===== src/rtl/mem_arbiter_2port_if.sv =====
// Bundle of both requester command/response ports plus the memory-side handshake.
interface mem_arbiter_2port_if #(
  parameter int unsigned WIDTH      = 16,
  parameter int unsigned ADDR_WIDTH = 4
);
  // Port 0 requester
  logic                  s0_valid_i;
  logic                  s0_wr_rd_i;
  logic [ADDR_WIDTH-1:0] s0_addr_i;
  logic [WIDTH-1:0]      s0_wdata_i;
  logic                  s0_ready_o;
  logic [WIDTH-1:0]      s0_rdata_o;
  logic                  s0_err_o;

  // Port 1 requester
  logic                  s1_valid_i;
  logic                  s1_wr_rd_i;
  logic [ADDR_WIDTH-1:0] s1_addr_i;
  logic [WIDTH-1:0]      s1_wdata_i;
  logic                  s1_ready_o;
  logic [WIDTH-1:0]      s1_rdata_o;
  logic                  s1_err_o;

  // Shared memory handshake
  logic                  mem_valid_o;
  logic                  mem_wr_rd_o;
  logic [ADDR_WIDTH-1:0] mem_addr_o;
  logic [WIDTH-1:0]      mem_wdata_o;
  logic                  mem_ready_i;
  logic [WIDTH-1:0]      mem_rdata_i;

  // Arbiter side
  modport slave (
    input  s0_valid_i, s0_wr_rd_i, s0_addr_i, s0_wdata_i,
    output s0_ready_o, s0_rdata_o, s0_err_o,
    input  s1_valid_i, s1_wr_rd_i, s1_addr_i, s1_wdata_i,
    output s1_ready_o, s1_rdata_o, s1_err_o,
    output mem_valid_o, mem_wr_rd_o, mem_addr_o, mem_wdata_o,
    input  mem_ready_i, mem_rdata_i
  );

  // Environment side: both requesters and the memory
  modport master (
    output s0_valid_i, s0_wr_rd_i, s0_addr_i, s0_wdata_i,
    input  s0_ready_o, s0_rdata_o, s0_err_o,
    output s1_valid_i, s1_wr_rd_i, s1_addr_i, s1_wdata_i,
    input  s1_ready_o, s1_rdata_o, s1_err_o,
    input  mem_valid_o, mem_wr_rd_o, mem_addr_o, mem_wdata_o,
    output mem_ready_i, mem_rdata_i
  );
endinterface


===== src/rtl/mem_arbiter_2port.sv =====
// Two-port round-robin arbiter/sequencer in front of a single-port handshake memory,
// with a watchdog that aborts accesses whose memory ready never arrives.
module mem_arbiter_2port #(
  parameter int unsigned WIDTH      = 16,
  parameter int unsigned ADDR_WIDTH = 4,
  parameter int unsigned TIMEOUT    = 15
) (
  input logic               clk_i,
  input logic               rst_i,
  mem_arbiter_2port_if.slave bus
);
  localparam int unsigned WDOG_W = 8;
  localparam logic [WDOG_W-1:0] WDOG_LAST = WDOG_W'(TIMEOUT - 1);

  typedef enum logic [1:0] {
    IDLE  = 2'd0,
    ISSUE = 2'd1,
    RESP  = 2'd2
  } state_t;

  state_t                state_q;
  logic                  grant_q;
  logic                  last_grant_q;
  logic [WDOG_W-1:0]     wdog_q;
  logic [1:0]            ready_q;
  logic [1:0]            err_q;
  logic [WIDTH-1:0]      rdata0_q;
  logic [WIDTH-1:0]      rdata1_q;
  logic                  mem_valid_q;
  logic                  mem_wr_rd_q;
  logic [ADDR_WIDTH-1:0] mem_addr_q;
  logic [WIDTH-1:0]      mem_wdata_q;
  logic                  any_req_c;
  logic                  win_c;

  // Winner selection: a lone requester wins, a tie goes to the port not granted last.
  always_comb begin
    any_req_c = bus.s0_valid_i | bus.s1_valid_i;
    win_c     = 1'b0;
    if (bus.s0_valid_i && bus.s1_valid_i) begin
      win_c = ~last_grant_q;
    end else if (bus.s1_valid_i) begin
      win_c = 1'b1;
    end
  end

  // Sequencer FSM with all outputs registered; ready/err are single-cycle pulses.
  always_ff @(posedge clk_i) begin
    if (rst_i) begin
      state_q      <= IDLE;
      grant_q      <= 1'b0;
      last_grant_q <= 1'b1;
      wdog_q       <= '0;
      ready_q      <= '0;
      err_q        <= '0;
      rdata0_q     <= '0;
      rdata1_q     <= '0;
      mem_valid_q  <= 1'b0;
      mem_wr_rd_q  <= 1'b0;
      mem_addr_q   <= '0;
      mem_wdata_q  <= '0;
    end else begin
      ready_q <= '0;
      err_q   <= '0;
      case (state_q)
        IDLE: begin
          if (any_req_c) begin
            state_q      <= ISSUE;
            grant_q      <= win_c;
            last_grant_q <= win_c;
            wdog_q       <= '0;
            mem_valid_q  <= 1'b1;
            mem_wr_rd_q  <= win_c ? bus.s1_wr_rd_i : bus.s0_wr_rd_i;
            mem_addr_q   <= win_c ? bus.s1_addr_i  : bus.s0_addr_i;
            mem_wdata_q  <= win_c ? bus.s1_wdata_i : bus.s0_wdata_i;
          end
        end
        ISSUE: begin
          if (bus.mem_ready_i) begin
            state_q          <= RESP;
            mem_valid_q      <= 1'b0;
            ready_q[grant_q] <= 1'b1;
            if (!mem_wr_rd_q) begin
              if (grant_q) begin
                rdata1_q <= bus.mem_rdata_i;
              end else begin
                rdata0_q <= bus.mem_rdata_i;
              end
            end
          end else if (wdog_q == WDOG_LAST) begin
            // Memory never answered: release the port with an error, keep rdata as is.
            state_q          <= RESP;
            mem_valid_q      <= 1'b0;
            ready_q[grant_q] <= 1'b1;
            err_q[grant_q]   <= 1'b1;
          end else begin
            wdog_q <= wdog_q + WDOG_W'(1);
          end
        end
        RESP: begin
          state_q <= IDLE;
        end
        default: begin
          state_q <= IDLE;
        end
      endcase
    end
  end

  assign bus.s0_ready_o  = ready_q[0];
  assign bus.s1_ready_o  = ready_q[1];
  assign bus.s0_err_o    = err_q[0];
  assign bus.s1_err_o    = err_q[1];
  assign bus.s0_rdata_o  = rdata0_q;
  assign bus.s1_rdata_o  = rdata1_q;
  assign bus.mem_valid_o = mem_valid_q;
  assign bus.mem_wr_rd_o = mem_wr_rd_q;
  assign bus.mem_addr_o  = mem_addr_q;
  assign bus.mem_wdata_o = mem_wdata_q;
endmodule


===== src/flat_wrapper.sv =====
// flat-port wrapper written by rule: the top's interface ports become plain ports
module mem_arbiter_2port_flat 
#(
  parameter int unsigned WIDTH      = 16,
  parameter int unsigned ADDR_WIDTH = 4,
  parameter int unsigned TIMEOUT    = 15
)
  (clk_i, rst_i, bus_s0_valid_i, bus_s0_wr_rd_i, bus_s0_addr_i, bus_s0_wdata_i, bus_s0_ready_o, bus_s0_rdata_o, bus_s0_err_o, bus_s1_valid_i, bus_s1_wr_rd_i, bus_s1_addr_i, bus_s1_wdata_i, bus_s1_ready_o, bus_s1_rdata_o, bus_s1_err_o, bus_mem_valid_o, bus_mem_wr_rd_o, bus_mem_addr_o, bus_mem_wdata_o, bus_mem_ready_i, bus_mem_rdata_i);
  mem_arbiter_2port_if #(.WIDTH(WIDTH), .ADDR_WIDTH(ADDR_WIDTH)) bus_i ();
  input logic clk_i;
  input logic rst_i;
  input wire logic [$bits(bus_i.s0_valid_i)-1:0] bus_s0_valid_i;
  input wire logic [$bits(bus_i.s0_wr_rd_i)-1:0] bus_s0_wr_rd_i;
  input wire logic [$bits(bus_i.s0_addr_i)-1:0] bus_s0_addr_i;
  input wire logic [$bits(bus_i.s0_wdata_i)-1:0] bus_s0_wdata_i;
  output wire logic [$bits(bus_i.s0_ready_o)-1:0] bus_s0_ready_o;
  output wire logic [$bits(bus_i.s0_rdata_o)-1:0] bus_s0_rdata_o;
  output wire logic [$bits(bus_i.s0_err_o)-1:0] bus_s0_err_o;
  input wire logic [$bits(bus_i.s1_valid_i)-1:0] bus_s1_valid_i;
  input wire logic [$bits(bus_i.s1_wr_rd_i)-1:0] bus_s1_wr_rd_i;
  input wire logic [$bits(bus_i.s1_addr_i)-1:0] bus_s1_addr_i;
  input wire logic [$bits(bus_i.s1_wdata_i)-1:0] bus_s1_wdata_i;
  output wire logic [$bits(bus_i.s1_ready_o)-1:0] bus_s1_ready_o;
  output wire logic [$bits(bus_i.s1_rdata_o)-1:0] bus_s1_rdata_o;
  output wire logic [$bits(bus_i.s1_err_o)-1:0] bus_s1_err_o;
  output wire logic [$bits(bus_i.mem_valid_o)-1:0] bus_mem_valid_o;
  output wire logic [$bits(bus_i.mem_wr_rd_o)-1:0] bus_mem_wr_rd_o;
  output wire logic [$bits(bus_i.mem_addr_o)-1:0] bus_mem_addr_o;
  output wire logic [$bits(bus_i.mem_wdata_o)-1:0] bus_mem_wdata_o;
  input wire logic [$bits(bus_i.mem_ready_i)-1:0] bus_mem_ready_i;
  input wire logic [$bits(bus_i.mem_rdata_i)-1:0] bus_mem_rdata_i;
  assign bus_i.s0_valid_i = bus_s0_valid_i;
  assign bus_i.s0_wr_rd_i = bus_s0_wr_rd_i;
  assign bus_i.s0_addr_i = bus_s0_addr_i;
  assign bus_i.s0_wdata_i = bus_s0_wdata_i;
  assign bus_s0_ready_o = bus_i.s0_ready_o;
  assign bus_s0_rdata_o = bus_i.s0_rdata_o;
  assign bus_s0_err_o = bus_i.s0_err_o;
  assign bus_i.s1_valid_i = bus_s1_valid_i;
  assign bus_i.s1_wr_rd_i = bus_s1_wr_rd_i;
  assign bus_i.s1_addr_i = bus_s1_addr_i;
  assign bus_i.s1_wdata_i = bus_s1_wdata_i;
  assign bus_s1_ready_o = bus_i.s1_ready_o;
  assign bus_s1_rdata_o = bus_i.s1_rdata_o;
  assign bus_s1_err_o = bus_i.s1_err_o;
  assign bus_mem_valid_o = bus_i.mem_valid_o;
  assign bus_mem_wr_rd_o = bus_i.mem_wr_rd_o;
  assign bus_mem_addr_o = bus_i.mem_addr_o;
  assign bus_mem_wdata_o = bus_i.mem_wdata_o;
  assign bus_i.mem_ready_i = bus_mem_ready_i;
  assign bus_i.mem_rdata_i = bus_mem_rdata_i;
  mem_arbiter_2port #(.WIDTH(WIDTH), .ADDR_WIDTH(ADDR_WIDTH), .TIMEOUT(TIMEOUT)) u_core (.clk_i(clk_i), .rst_i(rst_i), .bus(bus_i));
endmodule

===== config.mk =====
export PLATFORM = sky130hd
export DESIGN_NAME = mem_arbiter_2port_flat
export DESIGN_NICKNAME = d
export VERILOG_FILES = /design/src/rtl/mem_arbiter_2port_if.sv /design/src/rtl/mem_arbiter_2port.sv /design/src/flat_wrapper.sv
export SDC_FILE = /design/constraint.sdc
export NUM_CORES = 1
export LEC_CHECK = 0
export ABC_AREA = 1
export ABC_CLOCK_PERIOD_IN_PS = 2500
export CAP_MARGIN = 10
export CORE_MARGIN = 5
export CORE_UTILIZATION = 45
export DETAILED_ROUTE_END_ITERATION = 8
export PLACE_DENSITY_LB_ADDON = 0.15
export SETUP_SLACK_MARGIN = 0.02
export SLEW_MARGIN = 40
export SYNTH_ARGS = -nofsm -noshare
export SYNTH_HDL_FRONTEND = slang
export SYNTH_SLANG_ARGS = --single-unit

===== constraint.sdc =====
create_clock -name clk_i -period 2.5 [get_ports clk_i]
set_clock_uncertainty 0.2 [all_clocks]
set_input_delay 0.75 -clock clk_i [delete_from_list [all_inputs] [get_ports clk_i]]
set_output_delay 0.75 -clock clk_i [all_outputs]
set_load 0.01 [all_outputs]

==> impl_metrics.ini <==
[status]
status = finished clean

[critical_path]
cp-end-kind = output port
r2r_end = u_core.wdog_q[7]
criticalPathCategory = register to output port
crit_family = buffers and inverters
path_buf_inv = 1
cp_max_fo = 4
start_kind = register
crit_chain = clkdlybuf4s50_1
r2r_slack_ps = 780
ff2ff_path_depth = 9
slowest_delay_ps = 580
worstPathArrival_ps = 1330
r2r-start = u_core.wdog_q[0]
cp_slowest_cell = clkdlybuf4s50_1
required_ps = 1550
cp.depth = 1

[yosys]
synth_commonest_cells = nor2_1, nand2_1, dfxtp_1
yosysSeqAreaShare = 0.496
yosysUniqueCellTypes = 28
synth-seq-cells = 70
yosysMostFrequentCell = nor2_1
syn_nets = 441
synthFlopType = dfxtp_1
yosys.area.top_type = dfxtp_1
synthesis.area_mm2 = 0.00283
avgSynthCellArea_um2 = 7.52
ys_warn_count = 0
synthArstFlopShare = 0
synthTopCellsByArea = dfxtp_1, nor2_1, o21ai_0
synth-edff-count = 0
syn_inst = 376
synthDominantCellAreaShare = 0.496

[sta]
hold_viol_final = 0
maxSlewViolCount = 0
rsz0062_at_grt = no
layout_setup_ws_ps = 218
setup-tns-final_ps = 0
slew_headroom = 0.788
max_freq_ghz = 0.438
fin_crit_sh = 0.913
setup_viol = 0
period_needed_ps = 2280
tightest_slew_ps = 317

[global_routing]
overflow = 0
antenna_found_initial = 0
grt_pass1_vias = 2665
track_usage = 0.199
grt_start_max_net_pins = 45
grt_pass1_wl_um = 12200

[clock_tree]
cts_max_level = 3
cts_tree = built
clock_path_buffers = 2
insertion_delay_ps = 340
cts-root-buf = clkbuf_8
clk_pin_slew_ps = 80
cts_resized = 0
cts_buffers = 9
cts_setup_buffers = 0
hold_buffers = 0
cts.sinks = 70

[route]
drc = 0
vias_per_cell = 5.02
wl_um = 7770
drtPass1Iterations = 4
vias = 2892
detail-route-antenna-nets = 0
post_drt_wl_per_cell_um = 13.5
drt_iter0_markers = 135

[placement]
pre_cts_ws_ps = 133
portBuffers = 120
placed_cell_area_mm2 = 0.00411
hpwl_um = 5710
place.gp.congestion = 0.828

[layout]
num_antenna_cells = 0
fill_cells = 493
drive_above_1_share = 0.0719
layout.nets = 561
areaGrowthSynthToFinish_pct = 53.1
final_cell_area_mm2 = 0.00433
fin_util = 0.718

[floorplanning]
boundaryPins = 121
initial_core_util = 0.469
dieHeight_um = 89.3
coreArea_mm2 = 0.00603
dieArea_mm2 = 0.00797
chipWidth_um = 89.3
num_rows = 28

[power_and_ir_drop]
ir_drop_mv = 0.442
p_leak_uw = 0.00167
powerDensity_mw_per_mm2 = 639

[min_path]
min_path_cells = 2
min_to = u_core.last_grant_q
hold_start = u_core.last_grant_q
hold_path_class = register to register

[job]
max-cap-violations = 0
[flip-flops by register name, indices dropped and copies added, names as in the netlist]
name,flops
u_core.bus.mem_addr_o,4
u_core.bus.mem_valid_o,1
u_core.bus.mem_wdata_o,16
u_core.bus.mem_wr_rd_o,1
u_core.bus.s0_rdata_o,16
u_core.bus.s1_rdata_o,16
u_core.err_q,2
u_core.grant_q,1
u_core.last_grant_q,1
u_core.ready_q,2
u_core.state_q,2
u_core.wdog_q,8
[logic make-up (layout without fill, tap and decap cells)]
logic type / Yosys count / in the layout / synth area share
DFF: 70 / 70 / 0.496
AOI/OAI and AO/OA: 91 / 91 / 0.176
adders and majority gates: 2 / 2 / 0.00885
buffers and inverters: 38 / 163 / 0.0584
and+or+nand+nor: 175 / 175 / 0.261
[worst reg2reg max path, cell delays in order (launching register included)]
cell and delay, ps:
dfxtp_1 340, inv_1 90, ha_1 210, nand3_2 110, o21ai_4 320, nand2_4 160
nand2_1 90, nand2_1 50, nand2_1 50, inv_1 30
[cell usage in the layout, fill, tap and decap left out, types with 2 or more instances in the layout]
master,n
buf_12,2
o21ai_0,55
inv_2,4
clkbuf_8,9
a21oi_1,9
a31oi_1,21
a211oi_1,2
dfxtp_1,70
o21ai_1,3
nand3_2,3
nand3_1,7
nor2_1,80
buf_4,6
bufinv_16,2
nor3_1,3
clkdlybuf4s50_1,120
nand4_1,2
ha_1,2
nand2_1,73
inv_1,15
clkinv_2,2
nand2_2,2
[how the worst max path moves through the flow]
stage,startpoint,to,slack (ps)
finish,u_core.bus.mem_wr_rd_o,bus_mem_wr_rd_o,220
global route,u_core.bus.mem_wr_rd_o,bus_mem_wr_rd_o,160
CTS,u_core.bus.mem_wr_rd_o,bus_mem_wr_rd_o,200
detailed placement,bus_mem_ready_i,u_core.bus.s1_rdata_o[0],130
global placement,bus_mem_ready_i,u_core.bus.s1_rdata_o[14],180
floorplan,rst_i,u_core.bus.s0_rdata_o[0],730
[metrics by stage]
| stage | total power, µW | hold slack, ps | cells |
|---|---|---|---|
| finish | 2770 | 278 | 576 |
| global route | 2910 | 303 | 576 |
| CTS | 2790 | 284 | 576 |
| detailed placement | 1810 | 268 | 560 |
| global placement | 1800 | 263 | 560 |
| floorplan | 1500 | 229 | 376 |
[area by class of cell]
class / instances / area (µm²) / area share
flip-flops and latches: 70 / 1400 / 0.324
repair buffers: 128 / 1290 / 0.297
multi-input cells: 268 / 1260 / 0.291
clock buffers: 10 / 128 / 0.0295
well taps: 75 / 93.8 / 0.0217
clock inverters: 6 / 86.3 / 0.0199
inverters: 19 / 71.3 / 0.0165
[routing by layer]
layer	up-vias	track usage	wire, µm
met5	-	0	0
met3	18	0.0820	850
met2	126	0.324	3670
met4	0	0.0974	173
met1	1261	0.225	3080
li1	1487	-	-
[where the power goes]
group / total (µW) / switching (µW) / internal [µW] / leakage, µW
logic: 545 / 256 / 289 / 0.000989
clock network: 985 / 425 / 560 / 0.000106
registers: 1240 / 43.4 / 1190 / 0.000572
(Power assumes the default switching activity.)
==> edit 1: new RTL, same flow settings <==
Reset style: asynchronous (`rst_i`), changed in one clocked block.
--- a/src/rtl/mem_arbiter_2port.sv
+++ b/src/rtl/mem_arbiter_2port.sv
@@ -47,3 +47,3 @@
   // Sequencer FSM with all outputs registered; ready/err are single-cycle pulses.
-  always_ff @(posedge clk_i) begin
+  always_ff @(posedge clk_i or posedge rst_i) begin
     if (rst_i) begin
Check against the original RTL: differs if rst_i is asserted again (counterexample within 4 cycles, from zero or initial values and one cycle with rst_i high); with rst_i held inactive, the same outputs for 10 cycles.
==> edit 1 against the original RTL <==
Setup slack better by 0.058 ns; cell area up 4.2%; wire length down 0.71%; critical path depth unchanged; sequential cell count unchanged; synthesized area up 5.4%; largest cell class unchanged; highest routed layer unchanged.
Power is not compared: it rests on default switching activity, and its combinational part moved more than twofold at a synthesized area within 25%.
==> edit 1: results (changes against the original RTL) <==
r2r endpoint u_core.wdog_q[3]$_DFFE_PP0P_; Tcrit/Tclk final 0.889 (-0.0233); RD Place Congestion 0.808 (-2.4%); Post-Synthesis Cells 345 (-8.2%); HP Start u_core.bus.s0_rdata_o[0]$_DFFE_PP0P_; register-to-register setup slack 0.76 ns (-0.02 ns); Hold EP u_core.bus.s0_rdata_o[0]$_DFFE_PP0P_; Seq/Total Area, Yosys 0.588 (+0.0928); synth cell count leaders 90 x nand2_1, 69 x dfrtp_1, 59 x o21ai_0, 38 x nor2_1, 28 x inv_1; Via density 4.88 (-2.7%); Distinct cells, synth 22 (-21%); Worst Hold Depth 2 (unchanged); worst-path fanout max 2 (-2); CP startpoint u_core.bus.mem_wdata_o[13]$_DFFE_PP0P_; post-route insts no fill 549 (-4.7%); worst hold slack 0.286 ns (+0.00807 ns); global-route wire length before repair 12700 um (+4.8%); dpl hpwl 5650 um (-0.92%); largest net degree at the start of global routing 71 (+58%); ys flop type dfrtp_1; placed insts 533 (-4.8%); share of cells above drive strength 1 0.0657 (-0.00618); Area after DPL 4260 um^2 (+3.4%); Tot GR Track Use 0.190 (-0.00832); main area contributors after synthesis dfrtp_1 58%, nand2_1 11%, o21ai_0 9.9%, nor2_1 4.8%, inv_1 3.5%; status finished clean; Routed WL per cell 14.1 um (+4.2%); reg2reg start u_core.wdog_q[0]$_DFFE_PP0P_; pre-CTS WS 0.143 ns (+0.0102 ns); vias in the first global route 2669 (+0.15%); fill count 521 (+5.7%); Worst slew margin 0.624 (-0.164)
-- edit 1: cell types whose count changed in the layout (fill, tap and decap cells not counted), sizes merged, moves of 16 or more --
cell	delta
a31oi	-21
o21ai	+19
dfxtp	-70
dfrtp	+69
nand2	+16
nor2	-40
-- edit 1: layout make-up --
class                      count  area (um^2)  area share
clock inverter                 5          105      0.0233
tap                           77         96.3      0.0214
timing repair buffer         127         1270       0.281
clock buffer                  11          151      0.0336
sequential                    70         1750       0.389
multi-input combinational    230         1030       0.228
inverter                      29          113      0.0250
-- edit 1: per-layer routing --
metal	global-route usage	vias to the layer above	wire, um
met3	0.0661	16	639
li1	-	1352	-
met5	0	-	0
met4	0.0954	0	216
met1	0.229	1215	3130
met2	0.303	98	3730
-- edit 1: kinds of logic (layout without fill, tap and decap cells) --
kind of cell	count (synthesis)	in the layout	synth area share
AOI/OAI and AO/OA	81	81	0.136
adders and majority gates	2	2	0.00840
buffers and inverters	45	172	0.0668
DFF	70	70	0.588
and+or+nand+nor	147	147	0.200
==> edit 2: new RTL, config.mk and constraints unchanged <==
Without the edit above. `ADDR_WIDTH` is set to 4 in 3 places; all go to 5.
--- a/src/rtl/mem_arbiter_2port_if.sv
+++ b/src/rtl/mem_arbiter_2port_if.sv
@@ -3,3 +3,3 @@
   parameter int unsigned WIDTH      = 16,
-  parameter int unsigned ADDR_WIDTH = 4
+  parameter int unsigned ADDR_WIDTH = 5
 );
--- a/src/rtl/mem_arbiter_2port.sv
+++ b/src/rtl/mem_arbiter_2port.sv
@@ -4,3 +4,3 @@
   parameter int unsigned WIDTH      = 16,
-  parameter int unsigned ADDR_WIDTH = 4,
+  parameter int unsigned ADDR_WIDTH = 5,
   parameter int unsigned TIMEOUT    = 15
--- a/src/flat_wrapper.sv
+++ b/src/flat_wrapper.sv
@@ -4,3 +4,3 @@
   parameter int unsigned WIDTH      = 16,
-  parameter int unsigned ADDR_WIDTH = 4,
+  parameter int unsigned ADDR_WIDTH = 5,
   parameter int unsigned TIMEOUT    = 15
Ports: changed (resized bus_mem_addr_o, bus_s0_addr_i and bus_s1_addr_i); port bits go from 121 to 124. The function was not compared with the original's and may differ.
==> edit 2 against the original RTL <==
Sequential cell count is 1 higher; wire length is 3.4% higher; power is 2.5% higher; register-to-register slack worse by 0.07 ns; setup slack worse by 0.023 ns; synthesized area is 2.0% higher; sequential share of layout area is 0.19 points lower; cell area is 2.0% higher; global-route usage hardly changed; highest routed layer unchanged.
==> edit 2: results (changes against the original RTL) <==
P_leak 0.00168 uW (+0.62%); R2R cell count 8 (-1); status finished clean; dpl hpwl 5830 um (+2.2%); largest net degree at the start of global routing 57 (+27%); total wire length 8040 um (+3.4%); Crit path largest cell delay 0.60 ns (+0.02 ns); adder-cell share of the synthesized area 0.00867 (-0.000177); Distinct cells, synth 27 (-3.6%); CTS Buf Count 9 (unchanged); crit path DAT 1.36 ns (+0.03 ns); Via density 5.04 (+0.33%); Tot GR Track Use 0.199 (+0.000358); synth cell count leaders 79 x nand2_1, 71 x dfxtp_1, 55 x o21ai_0, 46 x nor2_1, 28 x inv_1; placed insts 569 (+1.6%); share of cells above drive strength 1 0.0709 (-0.000990); Seq/Total Area, Yosys 0.493 (-0.00295); global-route wire length before repair 13200 um (+9.0%); post-route insts no fill 585 (+1.6%); RD Place Congestion 0.820 (-0.89%); Clock Latency Late Sink 0.35 ns; diode count 0 (unchanged); Mapped Nets 450 (+2.0%); post-synthesis area per instance 7.53 um^2 (+0.17%); asr flop ratio synth 0 (unchanged); first-pass iteration count of the detailed router 4 (unchanged); vias in the first global route 2841 (+6.6%); Post-CTS Setup Inserts 0 (unchanged); Nets 570 (+1.6%); main area contributors after synthesis dfxtp_1 49%, nand2_1 10%, o21ai_0 9.5%, nor2_1 6.0%, a31oi_1 4.8%; fin. max-slew vios 0 (unchanged); IO Port Bufs 123 (+2.5%); CTS-repair resized insts 0 (unchanged); synth warn 0 (unchanged); worst vdd ir 0.000408 V (-7.5%); CTS clk-pin slew, worst paths 0.07 ns; Worst Hold Depth 2 (unchanged); DR iter-0 viols 102 (-24%); Worst slew margin 0.765 (-0.0234); fill count 541 (+9.7%); Compound-Gate Fraction of Synth Area 0.199 (+0.0229)
[edit 2: changes by cell type after synthesis, moves of 6 or more]
cell	unedited run	this run
nand2_1	73	79
nor2_1	80	46
a21oi_1	9	26
inv_1	15	28
[edit 2: power by group]
| group | internal [uW] | switching, uW |
|---|---|---|
| clock | 569 | 453 |
| combinational | 296 | 259 |
| sequential | 1210 | 47.3 |
| total | 2080 | 759 |
[edit 2: cell type report]
class,instances,share of cell area
multi-input cells,259,0.283
inverters,32,0.0272
clock inverters,6,0.0213
clock buffers,10,0.0289
flip-flops and latches,71,0.322
repair buffers,130,0.296
well taps,77,0.0218
[edit 2: worst paths after layout]
check	end	slack, ns	from
worst max register to register	u_core.wdog_q[5]$_SDFFE_PP0P_	0.71	u_core.wdog_q[1]$_SDFFE_PP0P_
worst max-delay path	bus_mem_wr_rd_o	0.19	u_core.bus.mem_wr_rd_o$_SDFFE_PP0P_
worst min-delay path	u_core.bus.s1_rdata_o[14]$_SDFFE_PP0P_	0.25	u_core.bus.s1_rdata_o[14]$_SDFFE_PP0P_
worst min register to register	u_core.bus.s1_rdata_o[14]$_SDFFE_PP0P_	0.25	u_core.bus.s1_rdata_o[14]$_SDFFE_PP0P_
[edit 2: routing by layer]
metal  global-route usage  vias up  wire length (um)
met5                    0        -                 0
met4               0.0980        0               172
met3               0.0726       15               646
met2                0.337       91              3920
met1                0.219     1335              3300
li1                     -     1506                 -
[edit 2: per-stage QoR]
stage                     cell area [um^2]  hold slack (ns)  utilization  setup slack [ns]
after floorplan                       2890            0.229            -             0.741
after global placement                4190            0.230        0.668             0.192
after detailed placement              4190            0.239        0.668             0.152
after CTS                             4420            0.252        0.703             0.174
after global routing                  4420            0.275        0.703             0.139
final                                 4420            0.245        0.703             0.195
